--- config.mk ---
export PLATFORM = sky130hd
export DESIGN_NAME = width_expand_arbiter_flat
export DESIGN_NICKNAME = d
export VERILOG_FILES = /design/src/rtl/width_expand_arbiter_if.sv /design/src/rtl/width_expand_arbiter.sv /design/src/flat_wrapper.sv
export SDC_FILE = /design/constraint.sdc
export NUM_CORES = 1
export LEC_CHECK = 0
export ABC_AREA = 1
export CAP_MARGIN = 25
export CORE_MARGIN = 2
export CORE_UTILIZATION = 37
export CTS_CLUSTER_DIAMETER = 150
export DETAILED_ROUTE_END_ITERATION = 12
export PLACE_DENSITY = 0.85
export SETUP_SLACK_MARGIN = 0.3
export SLEW_MARGIN = 20
export SYNTH_ARGS = -nofsm -noshare
export SYNTH_HDL_FRONTEND = slang
export SYNTH_SLANG_ARGS = --single-unit
--- constraint.sdc ---
create_clock -name clk -period 4 [get_ports clk]
set_clock_uncertainty 0.2 [all_clocks]
set_input_delay 0.8 -clock clk [delete_from_list [all_inputs] [get_ports clk]]
set_output_delay 0.8 -clock clk [all_outputs]
set_load 0.1 [all_outputs]
--- src/rtl/width_expand_arbiter_if.sv ---
// Bundle of the requester-side and consumer-side handshake signals for width_expand_arbiter.
// The slave modport is the arbiter's view; the master modport is the view of the environment driving it.
interface width_expand_arbiter_if #(
  parameter int unsigned WIDTH   = 8,
  parameter int unsigned DEPTH   = 16,
  parameter int unsigned NUM_REQ = 4
);
  localparam int unsigned IDW = $clog2(NUM_REQ);

  logic [NUM_REQ-1:0]       req_valid;
  logic [NUM_REQ-1:0]       req_ready;
  logic [NUM_REQ*WIDTH-1:0] req_data;
  logic [NUM_REQ*DEPTH-1:0] req_addr;
  logic                     out_valid;
  logic                     out_ready;
  logic [2*WIDTH-1:0]       out_data;
  logic [DEPTH-1:0]         out_addr;
  logic [IDW-1:0]           out_id;

  modport slave (
    input  req_valid, req_data, req_addr, out_ready,
    output req_ready, out_valid, out_data, out_addr, out_id
  );

  modport master (
    output req_valid, req_data, req_addr, out_ready,
    input  req_ready, out_valid, out_data, out_addr, out_id
  );
endinterface

--- src/rtl/width_expand_arbiter.sv ---
// Round-robin arbiter feeding one registered width-doubling stage: the granted word is emitted as {word, word}.
// Optional transfer/stall counters are compiled in with WIDTH_EXPAND_ARB_STATS_EN.
module width_expand_arbiter #(
  parameter int unsigned WIDTH   = 8,
  parameter int unsigned DEPTH   = 16,
  parameter int unsigned NUM_REQ = 4
) (
  input  logic                        clk,
  input  logic                        rst_n,
  width_expand_arbiter_if.slave       bus
`ifdef WIDTH_EXPAND_ARB_STATS_EN
  ,
  output logic [15:0]                 xfer_cnt,
  output logic [15:0]                 stall_cnt
`endif
);

  localparam int unsigned IDW = $clog2(NUM_REQ);
  localparam int unsigned SW  = IDW + 1;

  typedef enum logic {
    S_EMPTY = 1'b0,
    S_FULL  = 1'b1
  } state_t;

  state_t              r_state;
  state_t              w_state_nxt;
  logic [IDW-1:0]      r_rr_ptr;
  logic [2*WIDTH-1:0]  r_out_data;
  logic [DEPTH-1:0]    r_out_addr;
  logic [IDW-1:0]      r_out_id;

  logic [SW-1:0]       w_scan_idx;
  logic [IDW-1:0]      w_gnt_idx;
  logic                w_found;
  logic                w_can_accept;
  logic                w_accept;
  logic                w_out_hs;
  logic [IDW-1:0]      w_rr_nxt;
  logic [WIDTH-1:0]    w_word;
  logic [DEPTH-1:0]    w_addr;
  logic [NUM_REQ-1:0]  w_req_ready;

  // Scan requesters starting at the round-robin pointer, wrapping past NUM_REQ-1.
  always_comb begin
    w_found    = 1'b0;
    w_gnt_idx  = '0;
    w_scan_idx = '0;
    for (int unsigned k = 0; k < NUM_REQ; k++) begin
      w_scan_idx = {1'b0, r_rr_ptr} + SW'(k);
      if (w_scan_idx >= SW'(NUM_REQ)) begin
        w_scan_idx = w_scan_idx - SW'(NUM_REQ);
      end
      if (!w_found && bus.req_valid[w_scan_idx[IDW-1:0]]) begin
        w_found   = 1'b1;
        w_gnt_idx = w_scan_idx[IDW-1:0];
      end
    end
  end

  always_comb begin
    w_word = '0;
    w_addr = '0;
    for (int unsigned i = 0; i < NUM_REQ; i++) begin
      if (w_gnt_idx == IDW'(i)) begin
        w_word = bus.req_data[i*WIDTH +: WIDTH];
        w_addr = bus.req_addr[i*DEPTH +: DEPTH];
      end
    end
  end

  assign w_can_accept = (r_state == S_EMPTY) || bus.out_ready;
  assign w_accept     = w_can_accept && w_found;
  assign w_out_hs     = (r_state == S_FULL) && bus.out_ready;
  assign w_rr_nxt     = (w_gnt_idx == IDW'(NUM_REQ - 1)) ? '0 : (w_gnt_idx + IDW'(1));

  always_comb begin
    w_req_ready = '0;
    if (w_accept) begin
      w_req_ready[w_gnt_idx] = 1'b1;
    end
  end

  // Grant is suppressed while reset is asserted, independent of the clock.
  assign bus.req_ready = rst_n ? w_req_ready : '0;

  always_ff @(posedge clk or negedge rst_n) begin
    if (!rst_n) begin
      r_state <= S_EMPTY;
    end else begin
      r_state <= w_state_nxt;
    end
  end

  always_comb begin
    w_state_nxt = r_state;
    case (r_state)
      S_EMPTY: if (w_accept) w_state_nxt = S_FULL;
      S_FULL:  if (!w_accept && bus.out_ready) w_state_nxt = S_EMPTY;
      default: w_state_nxt = S_EMPTY;
    endcase
  end

  // Payload and fairness pointer move only on acceptance.
  always_ff @(posedge clk or negedge rst_n) begin
    if (!rst_n) begin
      r_out_data <= '0;
      r_out_addr <= '0;
      r_out_id   <= '0;
      r_rr_ptr   <= '0;
    end else if (w_accept) begin
      r_out_data <= {w_word, w_word};
      r_out_addr <= w_addr;
      r_out_id   <= w_gnt_idx;
      r_rr_ptr   <= w_rr_nxt;
    end
  end

  assign bus.out_valid = (r_state == S_FULL);
  assign bus.out_data  = r_out_data;
  assign bus.out_addr  = r_out_addr;
  assign bus.out_id    = r_out_id;

`ifdef WIDTH_EXPAND_ARB_STATS_EN
  logic [15:0] r_xfer_cnt;
  logic [15:0] r_stall_cnt;
  logic        w_stall;

  assign w_stall = (r_state == S_FULL) && !bus.out_ready;

  // Transfer count wraps; stall count saturates at all-ones.
  always_ff @(posedge clk or negedge rst_n) begin
    if (!rst_n) begin
      r_xfer_cnt  <= '0;
      r_stall_cnt <= '0;
    end else begin
      if (w_out_hs) begin
        r_xfer_cnt <= r_xfer_cnt + 16'd1;
      end
      if (w_stall && (r_stall_cnt != 16'hFFFF)) begin
        r_stall_cnt <= r_stall_cnt + 16'd1;
      end
    end
  end

  assign xfer_cnt  = r_xfer_cnt;
  assign stall_cnt = r_stall_cnt;
`endif

endmodule

--- src/flat_wrapper.sv ---
// flat-port wrapper written by rule: the top's interface ports become plain ports
module width_expand_arbiter_flat 
#(
  parameter int unsigned WIDTH   = 8,
  parameter int unsigned DEPTH   = 16,
  parameter int unsigned NUM_REQ = 4
)
  (clk, rst_n, bus_req_valid, bus_req_data, bus_req_addr, bus_out_ready, bus_req_ready, bus_out_valid, bus_out_data, bus_out_addr, bus_out_id);
  width_expand_arbiter_if #(.WIDTH(WIDTH), .DEPTH(DEPTH), .NUM_REQ(NUM_REQ)) bus_i ();
  input  logic clk;
  input  logic rst_n;
  input wire logic [$bits(bus_i.req_valid)-1:0] bus_req_valid;
  input wire logic [$bits(bus_i.req_data)-1:0] bus_req_data;
  input wire logic [$bits(bus_i.req_addr)-1:0] bus_req_addr;
  input wire logic [$bits(bus_i.out_ready)-1:0] bus_out_ready;
  output wire logic [$bits(bus_i.req_ready)-1:0] bus_req_ready;
  output wire logic [$bits(bus_i.out_valid)-1:0] bus_out_valid;
  output wire logic [$bits(bus_i.out_data)-1:0] bus_out_data;
  output wire logic [$bits(bus_i.out_addr)-1:0] bus_out_addr;
  output wire logic [$bits(bus_i.out_id)-1:0] bus_out_id;
  assign bus_i.req_valid = bus_req_valid;
  assign bus_i.req_data = bus_req_data;
  assign bus_i.req_addr = bus_req_addr;
  assign bus_i.out_ready = bus_out_ready;
  assign bus_req_ready = bus_i.req_ready;
  assign bus_out_valid = bus_i.out_valid;
  assign bus_out_data = bus_i.out_data;
  assign bus_out_addr = bus_i.out_addr;
  assign bus_out_id = bus_i.out_id;
  width_expand_arbiter #(.WIDTH(WIDTH), .DEPTH(DEPTH), .NUM_REQ(NUM_REQ)) u_core (.clk(clk), .rst_n(rst_n), .bus(bus_i));
endmodule
Word-level counts from Yosys, hierarchy flattened
Index checks and enable logic that the tools add are counted.

storage, ports and cells
  bits in registers = 37
  bits of input ports = 103
  output and inout port bits = 39
  logic and storage cells = 75

cells by class
  add/sub/neg operators = 8
  $lt $le $gt $ge = 10
  eq/ne operators = 3
  muxes and demuxes = 36
  bitwise logic cells = 1
  reduce and logical (&&, ||, !) cells = 12

operators by type and width
  operator                                                                              count
  16-bit 2-to-1 mux                                                                     4
  8-bit 2-to-1 mux                                                                      4
  2-bit 2-to-1 mux                                                                      9
  2-bit by 3-bit less-than comparator with 1-bit output (second input constant)         5
  1-bit 2-to-1 mux                                                                      11
  3-bit greater-or-equal comparator (second input constant)                             3
  1-bit binary-select mux with 2-bit select                                             4
  4-bit 2-to-1 mux                                                                      2
  2-bit by 1-bit subtractor with 2-bit output (second input constant)                   4
  2-bit by 2-bit adder with 3-bit output (second input constant)                        2
  1-bit logical AND                                                                     6
  2-bit equality test (second input constant)                                           2
  1-bit logical NOT                                                                     4
  2-bit by 1-bit adder with 3-bit output (second input constant)                        1
  2-bit by 3-bit greater-or-equal comparator with 1-bit output (second input constant)  1
  2-bit by 1-bit adder with 2-bit output (second input constant)                        1
  1-bit demux with 2-bit select                                                         1
  2-bit by 1-bit equality test with 1-bit output (second input constant)                1
  2-bit by 1-bit greater-or-equal comparator with 1-bit output (second input constant)  1
  2-bit logical NOT                                                                     1
  1-bit case mux with 2 select lines                                                    1
  1-bit logical OR                                                                      1
  1-bit NOT                                                                             1

Depth between registers and ports, before layout
Gate-level depths: netlist of run 1.

  depth in word-level cells = 20
  mapped depth = 21
  gate-level depth less buffers = 19

Worst setup path before layout of run 1
Ideal clock, no wire load.

  path kind = in2out
  start = input bus_req_valid[0]
  end = output bus_req_ready[2]
  data arrival time = 4,240 ps
  required time = 3,000 ps
  setup slack = -1,240 ps
  cell stages on the path = 12
  buffers on the path = 2
  path through = inv_1 -> nand2_1 -> nand3_1 -> nand2_2 -> nor3_1 -> a21oi_1 -> inv_1 -> ha_1 -> clkbuf_1 -> inv_1 -> clkbuf_1 -> nor3_1

on the way
  cells in the longest elaborated chain, start to end = 18

RTL lines
  what                                                                                                                                                         RTL line                    text
  start: declaration                                                                                                                                           flat_wrapper.sv:12          input wire logic [$bits(bus_i.req_valid)-1:0] bus_req_valid;
  1-bit binary-select mux with 2-bit select                                                                                                                    width_expand_arbiter.sv:54  if (!w_found && bus.req_valid[w_scan_idx[IDW-1:0]]) begin
  1-bit 2-to-1 mux (implied by the code)                                                                                                                       width_expand_arbiter.sv:54
  1-bit 2-to-1 mux                                                                                                                                             width_expand_arbiter.sv:54
  1-bit logical NOT                                                                                                                                            width_expand_arbiter.sv:54
  1-bit logical AND                                                                                                                                            width_expand_arbiter.sv:54
  1-bit 2-to-1 mux                                                                                                                                             width_expand_arbiter.sv:54
  1-bit logical NOT                                                                                                                                            width_expand_arbiter.sv:54
  1-bit logical AND                                                                                                                                            width_expand_arbiter.sv:54
  [3 not listed]                                                                                                                                               -
  2-bit 2-to-1 mux (*)                                                                                                                                         width_expand_arbiter.sv:54
  named net u_core.w_gnt_idx[0]                                                                                                                                width_expand_arbiter.sv:34  logic [IDW-1:0] w_gnt_idx;
  2-bit by 3-bit less-than comparator with 1-bit output (implied by the code) or 2-bit by 1-bit greater-or-equal comparator with 1-bit output (tied branches)  width_expand_arbiter.sv:80  w_req_ready[w_gnt_idx] = 1'b1;
  1-bit logical AND (implied by the code)                                                                                                                      width_expand_arbiter.sv:80
  1-bit 2-to-1 mux (implied by the code)                                                                                                                       width_expand_arbiter.sv:80
  1-bit demux with 2-bit select (*)                                                                                                                            -
  4-bit 2-to-1 mux (*)                                                                                                                                         width_expand_arbiter.sv:79  if (w_accept) begin
  4-bit 2-to-1 mux (*)                                                                                                                                         width_expand_arbiter.sv:85  assign bus.req_ready = rst_n ? w_req_ready : '0;
  end: declaration                                                                                                                                             flat_wrapper.sv:16          output wire logic [$bits(bus_i.req_ready)-1:0] bus_req_ready;

Mark *: on every way through the listed nets, which the timed path passes. The rest lies on a longest branch. The select of a mux whose other input is x is not followed.

Worst setup path after layout of run 1
  start = register u_core.r_rr_ptr[0]
  end = output bus_req_ready[2]

on the way
  cells in the longest elaborated chain, start to end = 20

RTL lines
  what                                                                                                                                                         RTL line                     text
  start: declaration                                                                                                                                           width_expand_arbiter.sv:28   logic [IDW-1:0] r_rr_ptr;
  start signal: assignment                                                                                                                                     width_expand_arbiter.sv:115  r_rr_ptr <= w_rr_nxt;
  parallel branches: the longest is 13 deep, another holds 2-bit by 1-bit adder with 3-bit output                                                              -
  2-bit 2-to-1 mux (*)                                                                                                                                         width_expand_arbiter.sv:54
  named net u_core.w_gnt_idx[1]                                                                                                                                width_expand_arbiter.sv:34
  2-bit by 3-bit less-than comparator with 1-bit output (implied by the code) or 2-bit by 1-bit greater-or-equal comparator with 1-bit output (tied branches)  width_expand_arbiter.sv:80
  1-bit logical AND (implied by the code)                                                                                                                      width_expand_arbiter.sv:80
  1-bit 2-to-1 mux (implied by the code)                                                                                                                       width_expand_arbiter.sv:80
  1-bit demux with 2-bit select (*)                                                                                                                            -
  4-bit 2-to-1 mux (*)                                                                                                                                         width_expand_arbiter.sv:79
  4-bit 2-to-1 mux (*)                                                                                                                                         width_expand_arbiter.sv:85

Mark *: on every way through the listed nets, which the timed path passes. The select of a mux whose other input is x is not followed.

==> reports/qor.txt, run 1 <==
Outcome -> finished, final reports clean
Vias in the first global route -> 2,749
Largest net degree at the start of global routing -> 49
Final GP Congestion -> 1.00
CTS tree -> done
Die Area -> 0.00671 mm²
# rows -> 28
Clk sinks -> 29
Most frequent cells in the layout -> 165 x nand2_1, 133 x clkdlybuf4s50_1, 48 x o21ai_0, 30 x buf_4, 29 x dfrtp_1
Synth cell types -> 23
Initial antenna violation count -> 1
Depth of the CTS H-tree -> 2
Post-Synthesis Cells -> 362
Worst path cell trace -> inv_6, nand2_1, nand2_1, nand2_4, nand2_4, nor2_4, nand2_1, nand3_2, nand2_2, inv_2, ha_4, inv_2, nor3_4, buf_12
Leading cell type in the layout, fill and taps excluded -> nand2_1
Total grt overflow -> 0
Die W -> 81.9 µm
Most Frequent Cell on Critical Path -> nand2_1
Pins Over Slew Limit -> 0
Final WL -> 8.59 mm
Boundary Pins -> 142
Final nets -> 618
Synth warnings -> 0
Die Y -> 81.9 µm
Port Buf Inserts -> 141
Critical path startpoint category -> flop
Top post-synthesis cells by area -> dfrtp_1 32%, nand2_1 29%, o21ai_0 11%
Via density per instance -> 5.08
Filler cell count -> 484
MaxCap Viol Count -> 0
CP Capture Type -> primary output
HPWL after detailed placement -> 5.81 mm
Syn avg cell area -> 6.20 µm²
Measured slew at the worst slew-check pin -> 996 ps
GRT Total Usage -> 24.2%
Mapped Area -> 0.00224 mm²
Mapped Nets -> 469
Share of the synthesized area in the top cell type -> 32.3%
RSZ-0062 raised after global routing -> no
Minimum clock period -> 3620 ps
Clk slew on worst S/H paths -> 60 ps
Crit path DAT -> 2620 ps
Drt pass-1 iters -> 6
Sequential area share after synthesis -> 32.3%
Hold crit path type -> reg2reg
Post-route ant nets -> 0
Setup total negative slack -> 0 ps
Worst-path fanout max -> 10
Slew headroom -> 33.4%
Share of cells above drive strength 1 -> 17.6%
Footprint of the multi-input gates -> 0.00148 mm²
Core Region -> 0.00589 mm²
Final period utilization -> 90.5%
Clock Latency Late Sink -> 270 ps
Crit-path max cell delay -> 640 ps
Register Area -> 726 µm²
Synth-to-Final Area Change -> 84.8%
Seq cells post-synth -> 29
Clock root cell -> clkbuf_8
CP max stage cell -> dfrtp_1
Routed wire per std cell -> 14.6 µm
Critical Path RT -> 3000 ps
Starting density of the core -> 38.1%
DR iter-0 viols -> 211
Yosys top cell by area -> dfrtp_1
Kind of critical path -> reg2out
Clock Tree Buf Depth -> 2
Via count -> 2,989
First-pass GRT wire length -> 12.5 mm
DRC -> 0
Clock buffer count from CTS -> 5
Final Hold Vio Count -> 0
Fmax -> 0.276 GHz
# setup viols final -> 0
worst max-delay path: cells and delay by family, from the launching register on:
family                   cells  cell delay [ps]
adder cells (fa/ha/maj)      1              140
buffers and inverters        4              460
flip-flops                   1              640
AND/OR/NAND/NOR              9             1100
through the flow:
step / instance area (µm²) / setup WS (ps) / hold WS, ps / util, % / instances
floorplan: 2290 / 105 / 304 / - / 362
global placement: 3720 / 241 / 262 / 63.3 / 557
detailed placement: 3720 / 86.5 / 271 / 63.3 / 557
CTS: 3970 / 303 / 286 / 67.4 / 580
global route: 4150 / 288 / 318 / 70.5 / 588
finish: 4150 / 378 / 281 / 70.5 / 588
repair_timing:
item,CTS,global route
resized for setup,16,31
pin swaps,10,14
hold buffers,0,0
endpoints found under the hold margin,0,0
setup endpoints to repair,4,28
buffers inserted,15,7
per-layer routing:
| metal | part of all wire [%] | up-vias | GRT usage [%] |
|---|---|---|---|
| met1 | 36 | 1367 | 26.0 |
| met3 | 8.3 | 21 | 4.51 |
| met2 | 53 | 155 | 46.4 |
| met5 | 0 | - | 0 |
| li1 | - | 1446 | - |
| met4 | 2.0 | 0 | 8.50 |
synth_stat cells:
library cell  instances
buf_6                 3
o21ai_1               4
nor2_1                3
o21ai_0              48
nand2_4               2
nand3_1              10
a21oi_1              25
nand2_1             176
nand2_2               7
inv_1                13
dfrtp_1              29
buf_4                 8
nand4_1               2
nand3_2               1
inv_2                 2
buf_1                 1
inv_6                 1
nor3_1                3
buf_2                 6
ha_1                  4
clkbuf_1             12
nor2_4                1
o21ai_2               1
sequential cells by signal, summed over array words and instances (netlist names):
signal and flops:
u_core.bus.out_valid 1, u_core.r_rr_ptr 2, u_core.bus.out_addr 16, u_core.bus.out_id 2
u_core.bus.out_data 8
area by class of cell:
type                       instances  share of cell area [%]
timing repair buffer             172                    40.9
inverter                          16                    1.57
antenna                            1                  0.0603
clock buffer                       8                    1.93
tap                               75                    2.26
multi-input combinational        287                    35.8
sequential                        29                    17.5
cell families (layout without fill, tap and decap cells):
family	count (synthesis)	count (layout)	synth area share [%]
AOI/OAI and AO/OA	78	78	17.6
DFF	29	29	32.3
buffers and inverters	46	196	10.6
adders and majority gates	4	4	2.23
and+or+nand+nor	205	205	37.3
other	0	1	0
final timing paths:
check / slack, ps / to / cells past startpoint / startpoint
worst max-delay path: 380 / bus_req_ready[2] / 14 / u_core.r_rr_ptr[0]$_DFFE_PN0P_
worst max register to register: 530 / u_core.r_rr_ptr[0]$_DFFE_PN0P_ / 23 / u_core.r_rr_ptr[0]$_DFFE_PN0P_
min in group asynchronous: 670 / u_core.bus.out_id[1]$_DFFE_PN0P_ / 1 / rst_n
max in group asynchronous: 2270 / u_core.bus.out_addr[14]$_DFFE_PN0P_ / 2 / rst_n
worst min-delay path: 280 / u_core.bus.out_addr[2]$_DFFE_PN0P_ / 2 / u_core.bus.out_addr[2]$_DFFE_PN0P_
worst min register to register: 280 / u_core.bus.out_addr[2]$_DFFE_PN0P_ / 2 / u_core.bus.out_addr[2]$_DFFE_PN0P_
Power of run 1 is not shown: default switching activity piles up to over one toggle a cycle in this logic, so the estimate is an artifact.
==> run 2, diff against run 1 <==
- GPL_ROUTABILITY_DRIVEN: unset -> 0
==> results of run 2 <==
Same layout as run 1: the final DEF is identical, and so are final timing and power.
Power of run 2 is left out for the same reason.
